$ cat src/rtl/range_slice_pkg.sv
// Shared types and pointer arithmetic for the range-slice queue.
// Latency: n/a (types and a pure function only).
// Backpressure: n/a.
package range_slice_pkg;

  typedef enum logic [1:0] {
    IDLE   = 2'd0,
    STREAM = 2'd1,
    ERR    = 2'd2
  } slice_state_e;

  // Pointer advance modulo a power-of-two depth; callers size-cast the result.
  function automatic logic [31:0] wrap_add(input logic [31:0] ptr,
                                           input logic [31:0] off,
                                           input int unsigned depth);
    return (ptr + off) & (depth - 1);
  endfunction

endpackage

$ cat src/rtl/slice_queue_mem.sv
// Circular buffer storage with head/tail/count and an asynchronous random read port.
// Latency: push/pop update state on the next edge; rd_data is combinational from rd_addr.
// Backpressure: push_ready drops when full; pops only when pop_enable is granted and not empty.
module slice_queue_mem
  import range_slice_pkg::*;
#(
  parameter int unsigned DATA_W = 32,
  parameter int unsigned DEPTH  = 16,
  parameter int unsigned IDX_W  = $clog2(DEPTH)
) (
  input  logic              clk,
  input  logic              rst,
  input  logic              push_valid,
  input  logic [DATA_W-1:0] push_data,
  output logic              push_ready,
  input  logic              pop_valid,
  input  logic              pop_enable,
  output logic              pop_ready,
  input  logic [IDX_W-1:0]  rd_addr,
  output logic [DATA_W-1:0] rd_data,
  output logic [IDX_W-1:0]  head,
  output logic [IDX_W:0]    count
);

  localparam logic [IDX_W:0] FULL_CNT = (IDX_W+1)'(DEPTH);

  logic [DATA_W-1:0] mem [DEPTH];
  logic [IDX_W-1:0]  tail;
  logic              push_fire;
  logic              pop_fire;

  assign push_ready = (count != FULL_CNT);
  assign pop_ready  = (count != '0) && pop_enable;
  assign push_fire  = push_valid && push_ready;
  assign pop_fire   = pop_valid && pop_ready;
  assign rd_data    = mem[rd_addr];

  // Storage write; contents need no reset because count gates visibility.
  always_ff @(posedge clk) begin
    if (!rst && push_fire) begin
      mem[tail] <= push_data;
    end
  end

  // Head/tail pointers and occupancy; simultaneous push and pop leave count unchanged.
  always_ff @(posedge clk) begin
    if (rst) begin
      head  <= '0;
      tail  <= '0;
      count <= '0;
    end else begin
      if (push_fire) tail <= IDX_W'(wrap_add(32'(tail), 32'd1, DEPTH));
      if (pop_fire)  head <= IDX_W'(wrap_add(32'(head), 32'd1, DEPTH));
      case ({push_fire, pop_fire})
        2'b10:   count <= count + 1'b1;
        2'b01:   count <= count - 1'b1;
        default: count <= count;
      endcase
    end
  end

endmodule

$ cat src/rtl/range_slice_sequencer.sv
// Queue with a range-read sequencer that streams [start,end] (head-relative) one element per cycle.
// Latency: first element the cycle after request acceptance; one element/cycle with out_ready high.
// Backpressure: out_ready=0 holds out_valid/out_data; pops blocked outside IDLE; pushes always allowed if not full.
module range_slice_sequencer
  import range_slice_pkg::*;
#(
  parameter int unsigned DATA_W = 32,
  parameter int unsigned DEPTH  = 16,
  parameter int unsigned IDX_W  = $clog2(DEPTH)
) (
  input  logic               clk,
  input  logic               rst,
  input  logic               push_valid,
  input  logic [DATA_W-1:0]  push_data,
  output logic               push_ready,
  input  logic               pop_valid,
  output logic               pop_ready,
  input  logic               req_valid,
  input  logic signed [31:0] req_start,
  input  logic signed [31:0] req_end,
  output logic               req_ready,
  output logic               out_valid,
  output logic [DATA_W-1:0]  out_data,
  output logic               out_last,
  input  logic               out_ready,
  output logic               err_pulse,
  output logic [IDX_W:0]     q_size
);

  slice_state_e       state, state_nxt;
  logic [IDX_W-1:0]   rd_ptr;
  logic [IDX_W-1:0]   remaining;
  logic [IDX_W-1:0]   head;
  logic [IDX_W:0]     count;
  logic [DATA_W-1:0]  rd_data;
  logic               pop_enable;
  logic               req_ok;
  logic               accept;
  logic signed [31:0] count_s;

  // Head stays frozen while a slice is outstanding or being requested.
  assign pop_enable = (state == IDLE) && !req_valid;
  assign count_s    = $signed(32'(count));
  assign req_ok     = (req_start >= 0) && (req_end >= 0) &&
                      (req_start <= req_end) && (req_end < count_s);
  assign q_size     = count;
  assign out_data   = out_valid ? rd_data : '0;

  slice_queue_mem #(
    .DATA_W (DATA_W),
    .DEPTH  (DEPTH),
    .IDX_W  (IDX_W)
  ) u_mem (
    .clk        (clk),
    .rst        (rst),
    .push_valid (push_valid),
    .push_data  (push_data),
    .push_ready (push_ready),
    .pop_valid  (pop_valid),
    .pop_enable (pop_enable),
    .pop_ready  (pop_ready),
    .rd_addr    (rd_ptr),
    .rd_data    (rd_data),
    .head       (head),
    .count      (count)
  );

  // FSM state register.
  always_ff @(posedge clk) begin
    if (rst) state <= IDLE;
    else     state <= state_nxt;
  end

  // Next state and handshake outputs.
  always_comb begin
    state_nxt = state;
    req_ready = 1'b0;
    out_valid = 1'b0;
    out_last  = 1'b0;
    err_pulse = 1'b0;
    accept    = 1'b0;
    case (state)
      IDLE: begin
        req_ready = 1'b1;
        if (req_valid) begin
          if (req_ok) begin
            accept    = 1'b1;
            state_nxt = STREAM;
          end else begin
            state_nxt = ERR;
          end
        end
      end
      STREAM: begin
        out_valid = 1'b1;
        out_last  = (remaining == '0);
        if (out_ready && out_last) state_nxt = IDLE;
      end
      ERR: begin
        err_pulse = 1'b1;
        state_nxt = IDLE;
      end
      default: state_nxt = IDLE;
    endcase
  end

  // Read pointer and remaining-element counter, snapshotted at acceptance.
  always_ff @(posedge clk) begin
    if (rst) begin
      rd_ptr    <= '0;
      remaining <= '0;
    end else if (accept) begin
      rd_ptr    <= IDX_W'(wrap_add(32'(head), req_start, DEPTH));
      remaining <= IDX_W'(req_end - req_start);
    end else if (out_valid && out_ready) begin
      rd_ptr    <= IDX_W'(wrap_add(32'(rd_ptr), 32'd1, DEPTH));
      remaining <= remaining - 1'b1;
    end
  end

endmodule

$ cat config.mk
export PLATFORM = sky130hd
export DESIGN_NAME = range_slice_sequencer
export DESIGN_NICKNAME = d
export VERILOG_FILES = /design/src/rtl/range_slice_pkg.sv /design/src/rtl/slice_queue_mem.sv /design/src/rtl/range_slice_sequencer.sv
export SDC_FILE = /design/constraint.sdc
export NUM_CORES = 1
export LEC_CHECK = 0
export BUFFER_PORTS_ARGS = -buffer_cell sky130_fd_sc_hd__buf_2
export CELL_PAD_IN_SITES_DETAIL_PLACEMENT = 0
export CELL_PAD_IN_SITES_GLOBAL_PLACEMENT = 1
export CORE_MARGIN = 5
export CORE_UTILIZATION = 45
export CTS_CLUSTER_SIZE = 28
export DETAILED_ROUTE_END_ITERATION = 10
export PLACE_DENSITY_LB_ADDON = 0.05
export SYNTH_ARGS = -nofsm -noshare
export SYNTH_HDL_FRONTEND = slang
export SYNTH_SLANG_ARGS = --single-unit
$ cat constraint.sdc
create_clock -name clk -period 6.3 [get_ports clk]
set_clock_uncertainty 0.05 [all_clocks]
set_input_delay 0 -clock clk [delete_from_list [all_inputs] [get_ports clk]]
set_output_delay 0 -clock clk [all_outputs]
set_load 0.02 [all_outputs]
# Word level (Yosys, flattened, before mapping)
# Memory sizes are Yosys's and may differ from the RTL's. A register that Yosys moved wholly into a read port is not among the register bits.
# Cells that the tools add are included.
[totals]
regBits = 23
mem_bits_rw = 512
in_bits = 102
output_inout_bits = 43
memories = 1
[mem_list]
columns = ["memory", "depth", "width", "read_ports", "rd_ports_with_merged_regs", "write_ports", "line_no", "text"]
rows = [
  ["u_mem.mem", 16, 32, 1, 1, 1, "slice_queue_mem.sv:27", "logic [DATA_W-1:0] mem [DEPTH];"],
]
[op_classes]
addsub = 8
magnitude_cmp = 4
eq_ne = 7
mux = 21
n_reduce_logical = 18
[op_table]
columns = ["op", "n"]
rows = [
  ["$ge A32 B1 Y1 const B", 2],
  ["$le A32 B32 Y1", 1],
  ["$lt A32 B6 Y1", 1],
  ["$mux W32", 1],
  ["$mux W4", 6],
  ["$add A4 B1 Y4 const B", 3],
  ["$logic_and A1 B1 Y1", 10],
  ["$pmux W5 S2", 1],
  ["$mux W1", 9],
  ["$mux W2", 3],
  ["$add A5 B1 Y5 const B", 1],
  ["$ne A5 B5 Y1 const B", 1],
  ["$reduce_bool A5 Y1", 1],
  ["$sub A5 B1 Y5 const B", 1],
  ["$add A4 B4 Y4", 1],
  ["$eq A2 B1 Y1 const B", 2],
  ["$eq A2 B2 Y1 const B", 2],
  ["$logic_not A4 Y1", 1],
  ["$ne A2 B2 Y1 const B", 2],
  ["$pmux W2 S2", 1],
  ["$reduce_bool A2 Y1", 2],
  ["$sub A4 B1 Y4 const B", 1],
  ["$sub A4 B4 Y4", 1],
  ["$logic_not A1 Y1", 2],
  ["other kinds (2)", 2],
]

# Depth between registers and ports, before layout
# Gate-level depths: netlist (run 1).
[depth]
ltp_word = 10
depth_mapped = 14
depth_no_buf = 13

# Cells and area by module
# A second synthesis (run 1) with hierarchy kept.
[unflattened]
cells_unflattened = 1167
hier_area_um2 = 22039.9
[by_module_without_submodules]
columns = ["module", "n_inst", "cells_each", "area_per_inst_um2", "seq_area_each_um2"]
rows = [
  ["slice_queue_mem", 1, 895, 19975.4, 15635.0],
  ["range_slice_sequencer", 1, 272, 2064.5, 200.2],
]

# Least setup slack after synthesis (run 1)
# Ideal clock, no wire load.
[synth_path]
kind = "register -> register"
from = "register u_mem.count[0]"
to = "memory u_mem.mem[0][0] (enable)"
arrival_time_ns = 3.531
required_time_ns = 5.789
setup_slack_ns = 2.258
stages_incl_launch_ff = 7
n_path_buf = 0
synth_period_minus_slack_ns = 4.042
path_cell_list = "dfxtp_1 -> or4_1 -> or2_2 -> nand2_1 -> nor2_1 -> nand2_1 -> nor3_1"
[synth_via]
elab_chain_len = 5
[synth_lines]
columns = ["item", "line_no", "text"]
rows = [
  ["from (decl)", "slice_queue_mem.sv:22", "output logic [IDX_W:0] count"],
  ["from (signal assigned)", "slice_queue_mem.sv:55", "2'b10: count <= count + 1'b1;"],
  ["from (signal assigned)", "slice_queue_mem.sv:56", "2'b01: count <= count - 1'b1;"],
  ["from (signal assigned)", "slice_queue_mem.sv:57", "default: count <= count;"],
  ["$ne A5 B5 Y1", "slice_queue_mem.sv:32", "assign push_ready = (count != FULL_CNT);"],
  ["named net push_ready", "range_slice_sequencer.sv:15", "output logic push_ready,"],
  ["$logic_and A1 B1 Y1", "slice_queue_mem.sv:34", "assign push_fire = push_valid && push_ready;"],
  ["$logic_and A1 B1 Y1", "slice_queue_mem.sv:40", "if (!rst && push_fire) begin"],
  ["$mux W1", "slice_queue_mem.sv:40", ""],
  ["$mux W1 (not written as such)", "slice_queue_mem.sv:41", "mem[tail] <= push_data;"],
  ["to (decl)", "slice_queue_mem.sv:27", ""],
]
# The timed path passes the listed nets, and every way through them passes these cells.

==> run summary, run 1 <==
status - finished, final reports clean
clock sink count - 539
top area cells in the synthesized netlist - edfxtp_1, mux4_2, ha_1
final setup vio count - 0
DRT Wirelength - 50.0 mm
Die X - 232 um
first-pass GRT wire length - 75.4 mm
fin util - 53.3%
Rel. slew slack - 32.4%
Worst R2R Path Depth - 12
Max Cap Violations - 0
post-layout min period - 3.52 ns
GPL Wtd Cong - 0.760
Hold Startpoint - req_start[2]
Synth cell types - 51
Post-Synth Adder-Cell Area - 3.33%
Post-CTS Setup Repair Bufs - 0
largest family of logic cells by synthesized area - multiplexers
Int Pwr - 5.82 mW
initial core utilization - 45.3%
hpwl dp - 27.6 mm
simple-gate share of the synthesized area - 3.76%
area grow syn2layout - 17.5%
Mapped Avg Cell Area - 20.2 um^2
Placement Setup Slack - 3.07 ns
largest area contributor in the netlist - edfxtp_1
ys flop type - edfxtp_1
WHS Path Cells - 4
max-slew violations - 0
Seq/Total Area, Yosys - 72.0%
Tot Pwr - 7.34 mW
Tightest Pin Transition - 1.01 ns
Fin Hold WS - 0.0442 ns
Worst EP required - 6.25 ns
setup TNS - 0 ns
GR Util All Layers - 18.8%
Yosys reg bits - 539
Non-Filler Instances - 2026
Final period util - 55.8%
FF-to-FF Start - u_mem.count[0]
Worst-path clk slew - 0.05 ns
compound-gate portion of the synthesized area - 1.95%
Cells after Synth - 1093
Sequential Power Share - 54.0%
Worst Hold Class - in -> reg
num rows - 81
CTS tree - done
cell total after placement - 1877
Sw Share - 20.6%
area post-placement - 23800 um^2
CTS buffer count - 56
Root Driver - clkbuf_16
number of synthesized flops with an enable pin - 512
share of the synthesized netlist area taken by xor and xnor gates - 0.714%
clk buf depth - 3
P per Cell Area - 283 nW/um^2
Die Area - 53600 um^2
Peak supply drop - 0.183 mV
core area - 48700 um^2
P_sw - 1.51 mW
clock power share - 41.9%
Iter 0 DRT Violations - 785
die height - 232 um
fmax - 0.284 GHz
I/O pin count - 145
vias in the first global route - 11850
synthesized cell area - 22100 um^2
DR WL/cell - 24.7 um
Leakage - 8.64 nW
worst-path fanout max - 42
Total Nets Final - 1479
Post-synth ARST share - 0%
Final Hold Viols - 0
RSZ-0062 raised after global routing - false
Arr. time, crit path - 3.47 ns
final non-filler cell area - 26000 um^2
DRT Pass-1 Iters - 4
via count - 11109
Syn Nets - 1252
smallest setup slack after layout - 2.78 ns
filler instances - 3877
crit start category - register
count of input and output buffers - 144
grt ovf - 0
residual DRC count - 0
Syn. warnings - 0
Synth top area share - 69.6%
post-synthesis mux area share - 16.4%
initial antenna violation count - 2
post-DR vias/cell - 5.48
Combinational Power Share - 4.1%
largest net degree at the start of global routing - 68
ANT nets after route - 0
total number of H-tree levels - 2
layout cells sized above 1 - 32.0%
CP Capture Type - output port
Skew-Pair Late Insertion Delay - 0.58 ns
Worst Path Class, Setup - reg -> out
[layout make-up]
| cell class | count | area (um^2) | area share, % |
|---|---|---|---|
| Sequential cell | 539 | 15900 | 61.3 |
| Multi-Input combinational cell | 455 | 5910 | 22.7 |
| Clock buffer | 74 | 1500 | 5.78 |
| Timing Repair Buffer | 218 | 1420 | 5.48 |
| Tap cell | 664 | 831 | 3.20 |
| Inverter | 50 | 188 | 0.723 |
| Clock inverter | 25 | 186 | 0.718 |
| Antenna cell | 1 | 2.50 | 0.00964 |
[registers in the layout, indices dropped and copies added, names as in the netlist, named ones only]
| name | count |
|---|---|
| u_mem.head | 4 |
| u_mem.mem | 512 |
| rd_ptr | 4 |
| state | 2 |
| u_mem.tail | 4 |
| u_mem.count | 5 |
| remaining | 4 |
[per-layer routing]
metal,wire [um],share of wire (%),up-vias,GRT usage (%)
met5,7,0.014,-,0
met4,758,1.5,2,3.88
met3,2350,4.7,60,3.00
met2,24800,50,276,31.5
met1,22100,44,5857,26.7
li1,-,-,4914,-
[cells in the final DEF, fill, tap and decap left out, types with 7 or more instances in the layout]
cell type,count
mux4_2,160
xor2_1,10
o21ai_0,8
clkinv_2,12
ha_1,54
nand4_1,9
and2_1,36
dfxtp_1,23
inv_1,50
dlygate4sd3_1,49
clkbuf_1,16
nand3_1,7
nor2_4,12
clkinv_1,8
buf_4,23
clkbuf_16,57
buf_2,144
nand2_1,21
xnor2_1,8
edfxtp_1,512
a21oi_1,25
a211oi_1,7
nor4_1,9
nor2_1,32
[Yosys cell counts (2+ instances only)]
cell	instances
a211o_1	2
a211oi_1	7
mux4_2	160
nor2b_1	3
a21oi_1	25
nand3_1	7
inv_1	50
mux2i_1	3
nor3b_1	2
and2_1	36
a21o_1	5
nand4_1	9
o21ai_0	8
xnor2_1	8
or3_1	2
buf_1	4
o311ai_1	2
or2b_1	2
xor2_1	10
fa_1	3
edfxtp_1	512
buf_2	14
nand2_1	21
clkbuf_1	31
nor3_1	8
ha_1	54
dfxtp_1	27
nor2_1	44
nand2b_1	2
nand4_2	2
nor4_1	9
o31ai_1	2
[worst paths after layout]
path / endpoint / slack (ns)
setup / recovery: out_data[16] / 2.78
hold / removal: rd_ptr[2] / 0.04
setup reg to reg: u_mem.count[4] / 3.03
hold reg to reg: remaining[0] / 0.44
[repair_timing]
| item | CTS | global route |
|---|---|---|
| gates resized for setup | 0 | 0 |
| hold endpoints to repair | 536 | 0 |
| hold buffers | 49 | 0 |
[power by group through the flow]
stage               clock network (mW)  registers [mW]  logic, mW
finish                            3.07            3.97      0.301
CTS                               3.15            3.97      0.308
detailed placement                   0            4.04      0.280
global placement                     0            4.04      0.278
global route                      3.30            3.97      0.338
floorplan                            0            4.05      0.136
[cell families (layout without fill, tap and decap cells)]
| kind of cell | count (synthesis) | after routing |
|---|---|---|
| flip-flops | 539 | 539 |
| multiplexers | 163 | 163 |
| AND/OR/NAND/NOR | 156 | 156 |
| buffers and inverters | 99 | 367 |
| AO/OA/AOI/OAI | 61 | 61 |
| adder cells (fa/ha/maj) | 57 | 57 |
| XOR/XNOR | 18 | 18 |
| other | 0 | 1 |
[critical path, stage by stage, from the launching register on]
cell and delay (ns):
dfxtp_4 0.63, buf_4 0.78, mux4_2 0.62, mux4_2 0.47, and2_1 0.17, buf_2 0.15
(Power assumes the default switching activity.)
==> inputs of run 2 (changes only) <==
clock period = 3.1 ns   (was 6.3 ns; I/O delays follow)
==> run 2 against run 1 <==
  * Sequential cell count did not move
  * Setup slack lost 2.6 ns
  * Non-clock buffer count grew 8
  * Critical path type is now reg -> reg
  * Combinational power rose by 110%
  * Critical endpoint is now u_mem.count[4]
==> run summary, run 2 (synthesis gave the netlist of run 1 again) <==
status - finished, final reports clean
Worst R2R Path Depth - 12 (unchanged)
Top Layer Used - met4
count of input and output buffers - 144 (unchanged)
clock sink count - 539 (unchanged)
Largest regs - u_mem.mem x512, u_mem.count x5
max-slew violations - 0 (unchanged)
Worst-path clk slew - 0.06 ns (about the same)
area post-placement - 24100 um^2 (+1.4%)
Skew-Pair Late Insertion Delay - 0.59 ns (about the same)
setup TNS - 0 ns (unchanged)
smallest setup slack after layout - 0.184 ns (-2.60 ns)
I/O pin count - 145 (unchanged)
Placement Setup Slack - 0.0735 ns (-3.00 ns)
Worst EP required - 3.56 ns (-2.69 ns)
worst-path fanout max - 5 (-88%)
num rows - 81 (unchanged)
GR Util All Layers - 19.1% (+0.29 points)
core area - 48700 um^2 (unchanged)
Root Driver - clkbuf_16
grt ovf - 0 (unchanged)
fin util - 53.9% (+0.64 points)
RSZ-0062 raised after global routing - false
largest reg by FF count - u_mem.mem
Total Nets Final - 1486 (+0.47%)
hpwl dp - 28.8 mm (+4.6%)
DRT Pass-1 Iters - 5 (+1)
crit start category - register
Fin Hold WS - 0.0111 ns (-0.0331 ns)
Peak supply drop - 0.436 mV (+140%)
footprint of the multi-input gates - 5960 um^2 (+0.95%)
residual DRC count - 0 (unchanged)
most common cell after layout, fill and taps aside - edfxtp_1
Worst Hold Class - in -> reg
leading cell types in the layout, fill and taps excluded - edfxtp_1, mux4_2, buf_2, clkbuf_16, ha_1
Tightest Pin Transition - 0.867 ns (-0.146 ns)
Die X - 232 um (unchanged)
Iter 0 DRT Violations - 808 (+2.9%)
Arr. time, crit path - 3.38 ns (-0.09 ns)
initial antenna violation count - 1 (-1)
post-layout min period - 2.92 ns
Tot Pwr - 14.8 mW (+100%)
layout cells sized above 1 - 32.7% (+0.74 points)
total number of H-tree levels - 2 (unchanged)
CP Capture Type - register
fmax - 0.343 GHz
storage element area - 15900 um^2 (about the same)
final setup vio count - 0 (unchanged)
GPL Wtd Cong - 0.763 (+0.39%)
Final period util - 94.1%
ANT nets after route - 0 (unchanged)
antenna cells - 0 (-1)
DRT Wirelength - 50.0 mm (about the same)
initial core utilization - 45.3% (unchanged)
Non-Filler Instances - 2037 (+0.54%)
Leakage - 8.69 nW (+0.59%)
routed length on met3 - 2.30 mm (-2.2%)
wire length on met1 - 21.8 mm (-1.4%)
max FFs per register - 512 (unchanged)
area grow syn2layout - 18.9%
largest net degree at the start of global routing - 81 (+19%)
CTS buffer count - 55 (-1.8%)
WL met2 - 25.2 mm (+1.5%)
DR WL/cell - 24.6 um (-0.55%)
Die Area - 53600 um^2 (unchanged)
die height - 232 um (unchanged)
CTS tree - done
WHS Path Cells - 4 (unchanged)
vias in the first global route - 11927 (+0.65%)
final non-filler cell area - 26300 um^2 (+1.2%)
post-DR vias/cell - 5.42 (-1.2%)
Rel. slew slack - 42.0% (+9.6 points)
P per Cell Area - 565 nW/um^2 (+100%)
via count - 11036 (-0.66%)
cell total after placement - 1887 (+0.53%)
Final Hold Viols - 0 (unchanged)
filler instances - 3834 (-1.1%)
clk buf depth - 3 (unchanged)
Max Cap Violations - 0 (unchanged)
first-pass GRT wire length - 76.4 mm (+1.4%)
Worst Path Class, Setup - reg -> reg
==> run 2: area by class of cell <==
cell class	instances	area share, %
flip-flops and latches	539	60.6
multi-input cells	455	22.7
repair buffers	226	6.47
clock buffers	72	5.64
well taps	664	3.16
clock inverters	31	0.719
inverters	50	0.714
==> run 2: worst max-delay path: stages (launching register included) <==
cell	delay, ns
dfxtp_1	0.35
or4_4	0.53
or2_2	0.30
nand2_1	0.13
ha_4	0.17
inv_1	0.07
fa_1	0.39
inv_1	0.08
a21o_1	0.11
a21oi_1	0.07
xnor2_1	0.13
or3_1	0.30
a21oi_1	0.16
==> run 2: power breakdown <==
group	total [mW]	leakage, nW	switching [mW]	internal (mW)
sequential	8.06	4.83	0.0264	8.03
combinational	0.643	3.04	0.373	0.270
clock	6.14	0.812	2.69	3.45
==> run 2: what timing repair did <==
| action | CTS | global route |
|---|---|---|
| resized for setup | 0 | 3 |
| hold endpoints to repair | 537 | 0 |
| buffers inserted | 0 | 1 |
| setup endpoints to repair | 0 | 3 |
| hold buffers | 46 | 0 |
==> run 2: layer usage <==
layer | up-vias | global-route usage, %
met5 | - | 0
met4 | 0 | 3.43
li1 | 4940 | -
met1 | 5790 | 26.7
met2 | 249 | 32.3
met3 | 57 | 3.59
==> run 2: path summary, 6_finish.rpt <==
kind / slack, ns / to / startpoint
min: 0.01 / remaining[2] / req_end[2]
max reg2reg: 0.18 / u_mem.count[4] / u_mem.count[1]
max: 0.18 / u_mem.count[4] / u_mem.count[1]
min reg2reg: 0.44 / remaining[0] / remaining[0]
==> inputs of run 3 (changes only) <==
CTS_BUF_LIST = sky130_fd_sc_hd__clkbuf_4 sky130_fd_sc_hd__clkbuf_8   (was unset)
==> run 3 against run 2 <==
  * Count of clock-buffer cells in the layout is 44 higher
  * Highest routed layer unchanged
  * Hold slack better by 0.18 ns
  * Maximum frequency is 1.2% lower
  * Largest cell class unchanged
==> run summary, run 3 (synthesis gave the netlist of run 1 again) <==
area grow syn2layout - 19.5%
hpwl dp - 28.8 mm (unchanged)
I/O pin count - 145 (unchanged)
num rows - 81 (unchanged)
DRT Pass-1 Iters - 4 (-1)
most common cell after layout, fill and taps aside - edfxtp_1
fmax - 0.339 GHz (-1.2%)
core area - 48700 um^2 (unchanged)
die height - 232 um (unchanged)
max-slew violations - 0 (unchanged)
clock sink count - 539 (unchanged)
Final period util - 95.2% (+1.1 points)
residual DRC count - 0 (unchanged)
Skew-Pair Late Insertion Delay - 0.66 ns (+0.07 ns)
Largest regs - u_mem.mem x512, u_mem.count x5
crit-path cells - buf_12 -> mux4_2 -> mux4_2 -> and2_1 -> buf_2
Max Cap Violations - 0 (unchanged)
CP bufs+invs - 2 (unchanged)
post-layout min period - 2.95 ns (+0.0351 ns)
Root Driver - clkbuf_8
via count - 11301 (+2.4%)
CP Capture Type - output port
layout cells sized above 1 - 35.6% (+2.9 points)
Tightest Pin Transition - 0.889 ns (+0.0218 ns)
initial antenna violation count - 1 (unchanged)
Worst Hold Class - in -> reg
Die Area - 53600 um^2 (unchanged)
Crit path largest cell delay - 0.59 ns (+0.06 ns)
count of input and output buffers - 144 (unchanged)
crit start category - register
Peak supply drop - 0.303 mV (-31%)
Arr. time, crit path - 2.90 ns (-0.48 ns)
largest reg by FF count - u_mem.mem
Non-Filler Instances - 2103 (+3.2%)
grt ovf - 0 (unchanged)
Iter 0 DRT Violations - 655 (-19%)
Total Nets Final - 1530 (+3.0%)
footprint of the multi-input gates - 5960 um^2 (unchanged)
Slowest-stage cell, CP - mux4_2
initial core utilization - 45.3% (unchanged)
Leakage - 8.82 nW (+1.5%)
status - finished, final reports clean
antenna cells - 0 (unchanged)
total number of H-tree levels - 3 (+1)
GPL Wtd Cong - 0.763 (unchanged)
cell total after placement - 1887 (unchanged)
max FFs per register - 512 (unchanged)
RSZ-0062 raised after global routing - false
DR WL/cell - 24.2 um (-1.6%)
leading cell types in the layout, fill and taps excluded - edfxtp_1, mux4_2, buf_2, clkbuf_8, ha_1
worst-path fanout max - 52 (+47)
final setup vio count - 0 (unchanged)
first-pass GRT wire length - 77.3 mm (+1.2%)
Worst Path Class, Setup - reg -> out
post-DR vias/cell - 5.37 (-0.81%)
Worst EP required - 3.05 ns (-0.51 ns)
ANT nets after route - 0 (unchanged)
DRT Wirelength - 50.8 mm (+1.6%)
P per Cell Area - 556 nW/um^2 (-1.5%)
storage element area - 15900 um^2 (unchanged)
GR Util All Layers - 19.4% (+0.31 points)
clk buf depth - 3 (unchanged)
Die X - 232 um (unchanged)
filler instances - 3862 (+0.73%)
setup TNS - 0 ns (unchanged)
CTS tree - done
largest net degree at the start of global routing - 81 (unchanged)
CTS buffer count - 89 (+62%)
Worst-path clk slew - 0.06 ns (about the same)
Top delay family on crit path - multiplexers
vias in the first global route - 12340 (+3.5%)
Final Hold Viols - 0 (unchanged)
Worst path most repeated cell - mux4_2
Rel. slew slack - 40.6% (-1.5 points)
run 3: cell types whose count changed in the layout (fill, tap and decap cells not counted), sizes merged, moves of 2 or more:
| cell | change |
|---|---|
| buf | +5 |
| clkbuf | +44 |
| clkinv | +9 |
| clkinvlp | -2 |
| dlygate4sd3 | +5 |
| inv | +4 |
run 3: metrics by stage:
step | power, mW | setup slack [ns] | cell area, um^2 | util [%] | hold WS (ns)
after global routing | 15.3 | 0.00925 | 26400 | 54.2 | 0.190
after detailed placement | 8.81 | 0.0735 | 24100 | 49.5 | 0.274
after floorplan | 8.50 | -0.0861 | 22100 | - | -0.0109
after CTS | 14.9 | 0.0431 | 26300 | 54.0 | 0.150
final | 14.7 | 0.149 | 26400 | 54.2 | 0.196
after global placement | 8.80 | 0.122 | 24100 | 49.5 | 0.272
run 3: worst paths after layout:
| check | startpoint | to | slack, ns | cells past startpoint |
|---|---|---|---|---|
| worst max-delay path | register | out_data[1] | 0.15 | 5 |
| worst min register to register | remaining[0] | remaining[0] | 0.44 | 1 |
| worst max register to register | u_mem.count[1] | u_mem.count[4] | 0.18 | 12 |
| worst min-delay path | req_start[31] | register | 0.20 | 7 |
run 3: final cells by class:
cell class	count	share of cell area, %
Sequential cell	539	60.3
Clock buffer	116	5.41
Clock inverter	43	1.02
Multi-Input combinational cell	455	22.6
Timing Repair Buffer	236	6.82
Inverter	50	0.711
Tap cell	664	3.15
run 3: routing by layer:
layer  routed length (um)  vias to the layer above  GRT usage, %
met5                    0                        -             0
met4                  954                        0          5.56
met3                 2560                       77          3.50
met2                25700                      308          32.7
met1                21600                     5871          26.4
li1                     -                     5045             -
run 3: where the power goes:
| part | leakage, nW | internal [mW] | switching, mW |
|---|---|---|---|
| clock network | 0.893 | 3.19 | 2.78 |
| registers | 4.83 | 8.03 | 0.0268 |
| logic | 3.09 | 0.281 | 0.374 |
| total | 8.82 | 11.5 | 3.18 |
run 3: worst min-delay path, cell delays in order:
cell and delay [ns]:
buf_2 0.09, ha_1 0.16, a221oi_2 0.06, and2_1 0.16, o221ai_4 0.16, buf_12 0.15
a211oi_1 0.07
run 3: what timing repair did:
item / 4_1_cts / 5_1_grt
endpoints found under the hold margin: 539 / 0
hold buffers: 51 / 0
endpoints found under the setup margin: 0 / 10
gates resized for setup: 0 / 3
buffers inserted: 0 / 6
